===== src/rtl/key_click_classify.sv =====
// Groups debounced key pulses arriving within WIN ticks of each other into
// single/double/triple click events, emitted as registered one-cycle pulses.
module key_click_classify #(
    parameter int unsigned WIN        = 31,
    parameter int unsigned MAX_CLICKS = 3
) (
    input  logic       clk_8ms,
    input  logic       rst_n,
    input  logic       rst_sync,
    input  logic       key_pulse,
    output logic       busy,
    output logic       click_valid,
    output logic [1:0] click_cnt,
    output logic       single_click,
    output logic       double_click,
    output logic       triple_click
);

    localparam int unsigned TIMER_W = 8;
    localparam int unsigned CNT_W   = 2;
    localparam logic [TIMER_W-1:0] TIMER_LAST = TIMER_W'(WIN - 1);
    localparam logic [CNT_W-1:0]   CNT_MAX    = CNT_W'(MAX_CLICKS);

    typedef enum logic {
        IDLE = 1'b0,
        WAIT = 1'b1
    } state_e;

    state_e             state_q;
    logic [TIMER_W-1:0] timer_q;
    logic [CNT_W-1:0]   clicks_q;

    logic               ev_c;
    logic [CNT_W-1:0]   ev_cnt_c;
    logic [CNT_W-1:0]   clicks_inc_c;

    // Decide whether this cycle closes a group, and with how many clicks.
    always_comb begin
        ev_c         = 1'b0;
        ev_cnt_c     = '0;
        clicks_inc_c = CNT_W'(clicks_q + CNT_W'(1));
        if (state_q == IDLE) begin
            if (key_pulse && (CNT_MAX == CNT_W'(1))) begin
                ev_c     = 1'b1;
                ev_cnt_c = CNT_W'(1);
            end
        end else begin
            if (key_pulse) begin
                if (clicks_inc_c == CNT_MAX) begin
                    ev_c     = 1'b1;
                    ev_cnt_c = CNT_MAX;
                end
            end else if (timer_q == TIMER_LAST) begin
                ev_c     = 1'b1;
                ev_cnt_c = clicks_q;
            end
        end
    end

    always_ff @(posedge clk_8ms or negedge rst_n) begin
        if (!rst_n) begin
            state_q      <= IDLE;
            timer_q      <= '0;
            clicks_q     <= '0;
            busy         <= 1'b0;
            click_valid  <= 1'b0;
            click_cnt    <= '0;
            single_click <= 1'b0;
            double_click <= 1'b0;
            triple_click <= 1'b0;
        end else if (rst_sync) begin
            state_q      <= IDLE;
            timer_q      <= '0;
            clicks_q     <= '0;
            busy         <= 1'b0;
            click_valid  <= 1'b0;
            click_cnt    <= '0;
            single_click <= 1'b0;
            double_click <= 1'b0;
            triple_click <= 1'b0;
        end else begin
            click_valid  <= ev_c;
            single_click <= ev_c && (ev_cnt_c == CNT_W'(1));
            double_click <= ev_c && (ev_cnt_c == CNT_W'(2));
            triple_click <= ev_c && (ev_cnt_c == CNT_W'(3));
            if (ev_c) begin
                click_cnt <= ev_cnt_c;
            end

            case (state_q)
                IDLE: begin
                    if (key_pulse && !ev_c) begin
                        state_q  <= WAIT;
                        busy     <= 1'b1;
                        clicks_q <= CNT_W'(1);
                        timer_q  <= '0;
                    end
                end
                WAIT: begin
                    if (ev_c) begin
                        state_q  <= IDLE;
                        busy     <= 1'b0;
                        clicks_q <= '0;
                        timer_q  <= '0;
                    end else if (key_pulse) begin
                        clicks_q <= clicks_inc_c;
                        timer_q  <= '0;
                    end else begin
                        timer_q  <= TIMER_W'(timer_q + TIMER_W'(1));
                    end
                end
                default: begin
                    state_q <= IDLE;
                    busy    <= 1'b0;
                end
            endcase
        end
    end

endmodule

===== config.mk =====
export PLATFORM = sky130hd
export DESIGN_NAME = key_click_classify
export DESIGN_NICKNAME = d
export VERILOG_FILES = /design/src/rtl/key_click_classify.sv
export SDC_FILE = /design/constraint.sdc
export NUM_CORES = 1
export LEC_CHECK = 0
export ABC_AREA = 1
export BUFFER_PORTS_ARGS = -buffer_cell sky130_fd_sc_hd__clkbuf_2
export CORE_AREA = 2 2 67 56
export DETAILED_ROUTE_END_ITERATION = 12
export DIE_AREA = 0 0 69 58
export PLACE_DENSITY_LB_ADDON = 0.1
export SLEW_MARGIN = 20
export SYNTH_ARGS = -nofsm -noshare
export SYNTH_HDL_FRONTEND = slang
export SYNTH_SLANG_ARGS = --single-unit

===== constraint.sdc =====
create_clock -name clk_8ms -period 3 [get_ports clk_8ms]
set_input_delay 0.6 -clock clk_8ms [delete_from_list [all_inputs] [get_ports clk_8ms]]
set_output_delay 0.6 -clock clk_8ms [all_outputs]
set_load 0.05 [all_outputs]

# Word-level counts from Yosys, hierarchy flattened
# Cells that the tools add are included.
# Widths: inputs -> output; s select.
# word_totals
reg_bits	18
inputBits	4
output_inout_bits	7
wordCells	60
# op_classes
add_sub_neg	2
n_eq_ne	8
n_mux	32
n_bitwise	1
n_reduce_logical	8
# ops
operator	count
$mux 8	4
$mux 2	10
$pmux 8 s2	1
$mux 1	14
$add 8x1->8 const B	1
$eq 8x5->1 const B	1
$eq 2x2->1 const B	3
$ne 3x2->1 const B	2
$logic_and 1x1->1	4
$ne 4x3->1 const B	1
$pmux 1 s2	2
$pmux 2 s2	1
$reduce_and 2->1	2
$add 2x1->2 const B	1
$eq 2x1->1 const B	1
$reduce_bool 2->1	1
$logic_not 1->1	1
$not 1->1	1

# Depth between registers and ports, before layout
# depth
word_depth	10
mapped_depth	10
mapped_depth_nobuf	10

# Least setup slack after synthesis
# Ideal clock, no wire load.
# synth_path
path_kind	input-to-reg
startpoint	input port rst_sync
endpoint	register clicks_q[0]
setup_ps	117
arrival_ps	1196
setup_slack_ps	1687
path_stages	6
n_path_buf	0
path_cell_list	nor2_2 > inv_1 > nand2_2 > nand2_2 > nand2_1 > nand2_1
# synth_between
elab_chain_len	2
word_cells_on_any_way	4
# synth_lines
item	line	rtl
from (decl)	9	input logic rst_sync,
$ne 4x3->1 (no line) or $ne 3x2->1 (tied branches)	n/a	
$reduce_and 2->1 (no line)	n/a	
to (signal assigned)	106	clicks_q <= clicks_inc_c;
to (decl)	31	logic [CNT_W-1:0] clicks_q;
# Several ways; a longest one is shown, not always the timed one.
# A chain may end at the register's enable or synchronous reset.

# Worst setup path after layout
# layout_path
startpoint	register busy
endpoint	output port busy
# layout_lines
item	line	rtl
from (decl)	11	output logic busy,
from (signal assigned)	65	busy <= 1'b0;
from (signal assigned)	75	busy <= 1'b0;
from (signal assigned)	94	busy <= 1'b1;
# No word-level cell between the ends.

==> metrics.cfg <==
[run_status]
status = completed

[cts]
cts_root_buf = clkbuf_8
clock_latency_ns = 0.25
cts_num_sinks = 18
cts.clk_slew.worst_paths_ns = 0.07
h-tree-depth = 1
cts_inserted_buffers = 3
cts_setup_buffers = 0
clk_path_buf_depth = 2
cts_resized = 0
cts_tree = done
ctsHoldBuffers = 0

[cells_and_area]
final_cell_mix = 19 x nand2_1, 18 x dfrtp_1, 12 x inv_1, 12 x nand3_1, 10 x clkbuf_2
syn2layout_area_growth_pct = 15.3
diodes = 0
layout_commonest_cell = nand2_1
fin_util_pct = 33.2
drive_gt1_share_pct = 30.3
nets = 127

[yosys]
ys_seq_area_share_pct = 47.1
synth-adder-area-share_pct = 3.92
synth-xor-area-share_pct = 4.58
netlist_instances = 107
synth_compound_area_share_pct = 8.37
synthSimpleGateAreaFrac_pct = 29.2
netlist_area_um2 = 957
synth-seq-cells = 18
syn-num-nets = 114
synth_top_family_by_area = simple AND/OR/NAND/NOR gates
syn_avg_cell_area_um2 = 8.95
synth.distinct_cells = 22
ys_warn_count = 0
synth.area.mux_share_pct = 0

[critical_path]
reg2reg_from = timer_q[0]$_DFFE_PN0P_
worstSetupStartpoint = busy$_DFFE_PN0P_
worst_path_max_delay_cell = dfrtp_1
crit_arrival_ns = 0.89
critPathKind = reg2out
worstPathCellList = clkbuf_2
cp_num_cells = 1
worst_r2r_endpoint = single_click$_DFF_PN0_
setup.worst_path.end = busy
crit_path_end_kind = output port
worst-path-buf-inv = 1
rr_worst_depth = 10
cp_top_family = flip-flops
max_stage_delay_ns = 0.36
cp.required_ns = 2.40
critPathLaunchType = flip-flop
rrSetupSlack_ns = 1.61
critical_path_peak_fanout = 2

[detailed_routing]
dr_wl_met3_um = 47
highest_layer = met4
drt-met1-wl_um = 942
post_drt_wl_per_cell_um = 10.5
drt_iter0_markers = 41
viasPerCell = 4.28
remaining_drc_errors = 0
ant_nets = 0
wl_met2_um = 673
drt_first_pass_iters = 4
vias = 689
totalWireLength_um = 1690

[floorplan]
row_count = 19
die_w_um = 69
die_area_um2 = 4000
start_util_pct = 28.8
die_y_um = 58
core_area_um2 = 3330
ios = 11

[sta]
hold_violations = 0
max_freq_mhz = 672
period_minus_slack_ns = 1.49
worstMarginPinSlew_ns = 0.459
fin_skew_ns = 0.00270
post-route-period-util_pct = 49.6
rsz0062_at_grt = false
finalWorstSetupSlack_ns = 1.51
hold_slack_ns = 0.281
max_slew_margin_pct = 69.4
finalMaxSlewViolations = 0
setup_viol = 0
setup_tns_ns = 0

[place]
dp_worst_setup_slack_ns = 1.31
numPortBuffers = 10
hpwl_um = 1330
gp_congestion = 0.704

[grt]
grt_antenna_before_repair = 0
overflow = 0
grt_max_degree = 19
grt_pass1_wl_um = 3080
grt_pass1_vias = 655
groute.usage.overall_pct = 9.79

[worst_hold_path]
hp-class = in2async

[pwr]
irDropWorstVdd_mv = 0.197
p_per_area_nw_per_um2 = 465
power_uw = 513
leakage_uw = 0.000549

[run]
maxCapViolations = 0

-- synth_stat cells --
| master | count | area share [%] |
|---|---|---|
| nand3_4 | 1 | 1.8 |
| o21bai_1 | 1 | 0.78 |
| xor2_1 | 4 | 3.7 |
| nor2_4 | 1 | 1.2 |
| nand2_1 | 19 | 7.5 |
| nand4_1 | 2 | 1.3 |
| dfrtp_1 | 18 | 47 |
| nand2_4 | 1 | 1.2 |
| inv_2 | 1 | 0.39 |
| nand2_2 | 6 | 3.9 |
| inv_1 | 12 | 4.7 |
| nor2_1 | 7 | 2.7 |
| inv_4 | 1 | 0.65 |
| nor2_2 | 5 | 3.3 |
| clkbuf_1 | 1 | 0.39 |
| xnor2_1 | 1 | 0.92 |
| ha_1 | 3 | 3.9 |
| o21ai_0 | 2 | 1.0 |
| nand3_1 | 12 | 6.3 |
| a21oi_1 | 2 | 1.0 |
| buf_4 | 1 | 0.78 |
| o21ai_2 | 6 | 5.5 |
-- through the flow --
step | instances | cell area [um2]
4_1_cts | 161 | 1100
5_1_grt | 161 | 1100
6_report | 161 | 1100
2_1_floorplan | 107 | 957
3_5_place_dp | 157 | 1050
3_3_place_gp | 157 | 1050
-- where the power goes --
group	switching [uW]	internal, uW
logic	42.1	15.3
clock network	81.5	117
registers	7.11	250
-- sequential cells by signal, summed over array words and instances, names as in the netlist --
register and count:
double_click 1, click_cnt 2, clicks_q 2, timer_q 8, triple_click 1, state_q 1, click_valid 1, single_click 1
busy 1
-- how the worst min path moves through the flow --
stage	from	end	slack [ns]	cells past startpoint
final	rst_n	timer_q[0]$_DFFE_PN0P_	0.28	1
after global routing	rst_n	click_cnt[0]$_DFFE_PN0P_	0.33	1
after CTS	rst_n	timer_q[2]$_DFFE_PN0P_	0.30	1
after detailed placement	click_cnt[1]$_DFFE_PN0P_	click_cnt[1]$_DFFE_PN0P_	0.48	2
after global placement	click_cnt[1]$_DFFE_PN0P_	click_cnt[1]$_DFFE_PN0P_	0.49	2
after floorplan	rst_n	busy$_DFFE_PN0P_	0.30	0
-- cells by family (layout without fill, tap and decap cells) --
family | Yosys count | in the layout
compound gates | 11 | 11
fa+ha+maj | 3 | 3
flops | 18 | 18
xor+xnor | 5 | 5
buf+inv | 16 | 28
simple gates | 54 | 54
-- routing by layer --
| layer | track usage, % | vias up |
|---|---|---|
| li1 | - | 363 |
| met1 | 14.8 | 316 |
| met2 | 13.3 | 6 |
| met3 | 2.26 | 4 |
| met4 | 4.20 | 0 |
| met5 | 0 | - |
-- final cells by class --
cell class	count	area, um2
clock buffer	4	55.1
sequential	18	450
multi-input combinational	73	440
fill	364	2220
tap	42	52.6
inverter	14	55.1
timing repair buffer	10	50.0
Note: power is estimated with default switching activity, not from simulation.
